`src/rtl/lsu_mem_stage.sv`:
```
// MEM-stage load/store unit: turns RV32I loads/stores into word accesses on a 1-cycle synchronous RAM.
// Optional LSU_MISALIGN_CHECK_EN reports misaligned accesses; otherwise low address bits are forced to size alignment.
module lsu_mem_stage #(
  parameter int ADDR_W     = 32,
  parameter int MEM_IDX_HI = 9
) (
  input  logic              clk,
  input  logic              rst_n,
  input  logic              req_valid,
  input  logic              req_read,
  input  logic              req_write,
  input  logic [2:0]        req_funct3,
  input  logic [ADDR_W-1:0] req_addr,
  input  logic [31:0]       req_wdata,
  output logic              stall,
  output logic              MemRead,
  output logic              MemWrite,
  output logic [ADDR_W-1:0] mem_addr,
  output logic [31:0]       mem_wdata,
  input  logic [31:0]       mem_rdata,
  output logic              load_valid,
  output logic [31:0]       load_data,
  output logic              err_valid,
  output logic [1:0]        err_cause,
  output logic [ADDR_W-1:0] err_addr
);

  typedef enum logic [1:0] {IDLE, LOAD_WAIT, RMW_WRITE} state_t;

  state_t            state_q, state_d;
  logic [2:0]        f3_q;
  logic [ADDR_W-1:0] addr_q;
  logic [15:0]       wdata_q;

  logic              accept, is_ld, is_st, illegal, misalign, go, err;
  logic [ADDR_W-1:0] ea;
  logic [31:0]       merged, shifted, load_ext;

  // Request decode: legality, alignment and effective (size-aligned) address.
  always_comb begin
    is_ld    = req_read & ~req_write;
    is_st    = req_write & ~req_read;
    illegal  = (req_read & req_write)
             | (is_ld & ((req_funct3[1:0] == 2'b11) | (req_funct3 == 3'd6)))
             | (is_st & (req_funct3[2] | (req_funct3[1:0] == 2'b11)));
    ea       = req_addr;
    misalign = 1'b0;
    case (req_funct3[1:0])
      2'b01: begin
`ifdef LSU_MISALIGN_CHECK_EN
        misalign = req_addr[0];
`endif
        ea[0] = 1'b0;
      end
      2'b10: begin
`ifdef LSU_MISALIGN_CHECK_EN
        misalign = |req_addr[1:0];
`endif
        ea[1:0] = 2'b00;
      end
      default: ;
    endcase
    accept = rst_n & req_valid & (state_q == IDLE);
    go     = accept & (is_ld | is_st) & ~illegal & ~misalign;
    err    = accept & (illegal | ((is_ld | is_st) & misalign));
  end

  // Store-lane merge and load-lane extraction (little-endian).
  always_comb begin
    merged = mem_rdata;
    if (f3_q[0]) merged[{addr_q[1], 4'b0000} +: 16] = wdata_q;
    else         merged[{addr_q[1:0], 3'b000} +: 8] = wdata_q[7:0];
    shifted = mem_rdata >> {addr_q[1:0], 3'b000};
    case (f3_q)
      3'd0:    load_ext = {{24{shifted[7]}}, shifted[7:0]};
      3'd1:    load_ext = {{16{shifted[15]}}, shifted[15:0]};
      3'd4:    load_ext = {24'h000000, shifted[7:0]};
      3'd5:    load_ext = {16'h0000, shifted[15:0]};
      default: load_ext = mem_rdata;
    endcase
  end

  always_comb begin
    state_d   = state_q;
    stall     = 1'b0;
    MemRead   = 1'b0;
    MemWrite  = 1'b0;
    mem_addr  = {addr_q[ADDR_W-1:2], 2'b00};
    mem_wdata = merged;
    case (state_q)
      IDLE: begin
        // Word index bits split out so the memory's addressed range is explicit.
        mem_addr  = {req_addr[ADDR_W-1:MEM_IDX_HI+1], req_addr[MEM_IDX_HI:2], 2'b00};
        mem_wdata = req_wdata;
        if (go) begin
          if (is_st && (req_funct3[1:0] == 2'b10)) begin
            MemWrite = 1'b1;
          end else begin
            MemRead = 1'b1;
            stall   = 1'b1;
            state_d = is_ld ? LOAD_WAIT : RMW_WRITE;
          end
        end
      end
      LOAD_WAIT: state_d = IDLE;
      RMW_WRITE: begin
        MemWrite = 1'b1;
        state_d  = IDLE;
      end
      default: state_d = IDLE;
    endcase
  end

  always_ff @(posedge clk or negedge rst_n) begin
    if (!rst_n) begin
      state_q    <= IDLE;
      f3_q       <= '0;
      addr_q     <= '0;
      wdata_q    <= '0;
      load_valid <= 1'b0;
      load_data  <= '0;
      err_valid  <= 1'b0;
      err_cause  <= '0;
      err_addr   <= '0;
    end else begin
      state_q    <= state_d;
      load_valid <= (state_q == LOAD_WAIT);
      err_valid  <= err;
      if (go) begin
        f3_q    <= req_funct3;
        addr_q  <= ea;
        wdata_q <= req_wdata[15:0];
      end
      if (state_q == LOAD_WAIT) load_data <= load_ext;
      if (err) begin
        err_cause <= illegal ? 2'b11 : (is_ld ? 2'b01 : 2'b10);
        err_addr  <= req_addr;
      end
    end
  end

endmodule

```
`config.mk`:
```
export PLATFORM = sky130hd
export DESIGN_NAME = lsu_mem_stage
export DESIGN_NICKNAME = d
export VERILOG_FILES = /design/src/rtl/lsu_mem_stage.sv
export SDC_FILE = /design/constraint.sdc
export NUM_CORES = 1
export LEC_CHECK = 0
export ABC_AREA = 1
export CAP_MARGIN = 10
export CORE_MARGIN = 2
export CORE_UTILIZATION = 48
export CTS_BUF_LIST = sky130_fd_sc_hd__clkbuf_4 sky130_fd_sc_hd__clkbuf_8
export DETAILED_ROUTE_END_ITERATION = 12
export GPL_ROUTABILITY_DRIVEN = 0
export PLACE_DENSITY = 0.83
export SLEW_MARGIN = 20
export SYNTH_ARGS = -nofsm -noshare
export SYNTH_HDL_FRONTEND = slang
export SYNTH_SLANG_ARGS = --single-unit
```
`constraint.sdc`:
```
create_clock -name clk -period 3.31 [get_ports clk]
set_input_delay 0.8275 -clock clk [delete_from_list [all_inputs] [get_ports clk]]
set_output_delay 0.8275 -clock clk [all_outputs]
set_load 0.01 [all_outputs]
```
==> impl_metrics.toml <==
[sta]
relSlewSlack_pct = 34.4
worstMarginPinSlew_ps = 984
post-route-period-util_pct = 100
whs_ps = 471
drv_slew = 0
worst_clock_skew_ps = 13.9
hold_violations = 0
fin_ws_ps = 0.836
setup_viol = 0
fmax_mhz = 302
tns_ps = 0
finalCriticalPeriod_ps = 3310
grt_setup_unrepaired = "yes"

[place]
post_dp_cell_area_um2 = 10000
dpl.hpwl_um = 17600
post-place-ws_ps = -314
io_buffers = 236
dp_cells = 1463

[hold_path]
holdPathStages = 2
hold_path_class = "flop to flop"

[power]
irDropWorstVdd_v = 0.000332
p_total_mw = 6.30
power.leakage_nw = 5.29
p_per_area_nw_per_um2 = 595

[worst_setup_path]
cpLargestDelayFamily = "buffers and inverters"
critPathLaunchType = "input port"
cp-end-kind = "output port"
cp_slowest_cell = "clkdlybuf4s50_1"
cp.buffers_inverters = 4
max_stage_delay_ps = 510
arrival_ps = 2480
crit_chain = "clkdlybuf4s50_1, inv_1, ha_1, nand2_1, nand2_1, a21oi_4, nand4_1, inv_1, dlygate4sd2_1"
critPathKind = "input port to output port"
ff2ff_path_depth = 9
cp.required_ps = 2480
cp.depth = 9
path_max_fanout = 3

[layout]
final_common_cell = "nand2_1"
fillers = 1231
multi_input_area_um2 = 3620
seqCellArea_um2 = 3030
diodes = 0
fin_nets = 1411
final_core_util_pct = 69.9
layout.cells.non_filler = 1498
final_area_um2 = 10600
syn_to_final_growth_pct = 43.1
final_cell_mix = "nand2_1, clkdlybuf4s50_1, dfrtp_1"
layout-drive-gt1-share_pct = 11.1

[clock_network]
cts_buffers = 17
root_buffer = "clkbuf_8"
cts.sink_count = 121
cts_tree = "built"
clk_pin_slew_ps = 80
cts_htree_levels = 4
clk_path_buf_depth = 2
insertion_delay_ps = 450

[route]
wl_per_cell_um = 16.5
vias_per_cell = 5.45
vias = 8162
dr.pass1.iters = 7
drt_iter0_markers = 1051
drc = 0
routed_wl_um = 24700
drtAntennaViolNets = 0

[floorplan]
die_height_um = 128
start_util_pct = 48.8
die_w_um = 128
core_area_um2 = 15100
io_pins = 239
std_cell_rows = 45
die_area_um2 = 16400

[synth]
synthXorXnorAreaFrac_pct = 0
syn_area_per_cell_um2 = 6.96
synthAdderAreaFrac_pct = 1.69
yosysWarningCount = 0
synth_compound_area_share_pct = 21.1
synth_top_family_by_area = "simple AND/OR/NAND/NOR gates"
ys_seq_area_share_pct = 40.9
synthCells = 1063
synthSimpleGateAreaFrac_pct = 25.4
synth_cell_types = 30
synth_area_um2 = 7400
synth_seq_cells = 121
muxShareOfSynthArea_pct = 0

[grt]
grt_pass1_vias = 7614
track_usage_pct = 30.5
antenna_found_initial = 0
grt_pass1_wl_um = 39000
grt_max_degree = 73
grt_overflow = 0

[status]
outcome = "completed"

[run]
maxCapViolCount = 0
[routing by layer]
metal  up-vias  part of all wire (%)  track usage (%)
li1       3893                     -                -
met1      3673                    39             38.9
met4         0                   4.0             13.8
met3        85                    13             10.2
met5         -                     0                0
met2       511                    45             46.9
[synthesized netlist by cell type, drive strengths merged]
cell type	number	area, µm²
buf	39	252
nand2	341	1280
inv	113	424
a31oi	6	37.5
or2	17	106
clkbuf	34	128
o21ai	168	923
nor2	40	168
nor3	2	10.0
nand4	9	56.3
o211ai	8	60.1
nand3	49	255
clkinv	1	3.75
o31ai	1	7.51
a21oi	96	484
ha	10	125
o22ai	6	37.5
dfrtp	121	3030
conb	1	3.75
o21bai	1	7.51
[worst register-to-register path: stages (launching register included)]
cell	delay (ps)
dfrtp_1	400
nor2_4	50
buf_4	230
nand3_2	120
nor2_2	60
nand3_4	70
buf_4	440
buf_4	660
nand2_1	170
o21ai_2	90
[cells by family after synthesis]
group | count (synthesis)
simple gates | 458
flops | 121
buf+inv | 187
fa+ha+maj | 10
compound gates | 286
other cells | 1
[power by group]
part,leakage [nW],internal [mW],switching [mW],total (mW)
Clock,0.218,0.786,0.687,1.47
Sequential,1.49,1.89,0.319,2.21
Combinational,3.59,1.23,1.38,2.61
[registers in the layout (all words and copies together) (netlist names)]
name        count
addr_q         32
err_addr       32
load_data      32
wdata_q        16
f3_q            3
err_cause       2
state_q         2
err_valid       1
load_valid      1
[cell type report]
type                            instances  area share, %
Clock buffer                           18           2.34
Clock inverter                         14           1.76
Inverter                              114           4.13
Multi-Input combinational cell        756           34.2
Sequential cell                       121           28.6
Tap cell                              188           2.22
Timing Repair Buffer                  287           26.7
[repair_timing]
| action | CTS | global route |
|---|---|---|
| setup endpoints to repair | 33 | 25 |
| gates resized for setup | 21 | 41 |
| hold buffers | 0 | 0 |
| pin swaps | 0 | 2 |
| endpoints found under the hold margin | 0 | 0 |
| setup buffers | 2 | 1 |
[worst paths after layout]
kind                                          start                        to  slack (ps)
max                                   req_funct3[0]                   MemRead         0.8
min                        err_cause[1]$_DFFE_PN0P_  err_cause[1]$_DFFE_PN0P_         470
max reg2reg                  state_q[0]$_DFFE_PN0P_    addr_q[29]$_DFFE_PN0N_         960
min reg2reg                err_cause[1]$_DFFE_PN0P_  err_cause[1]$_DFFE_PN0P_         470
max in group asynchronous                     rst_n       f3_q[0]$_DFFE_PN0N_        1370
min in group asynchronous                     rst_n  load_data[4]$_DFFE_PN0P_         570
Note: power is estimated with default switching activity, not from simulation.
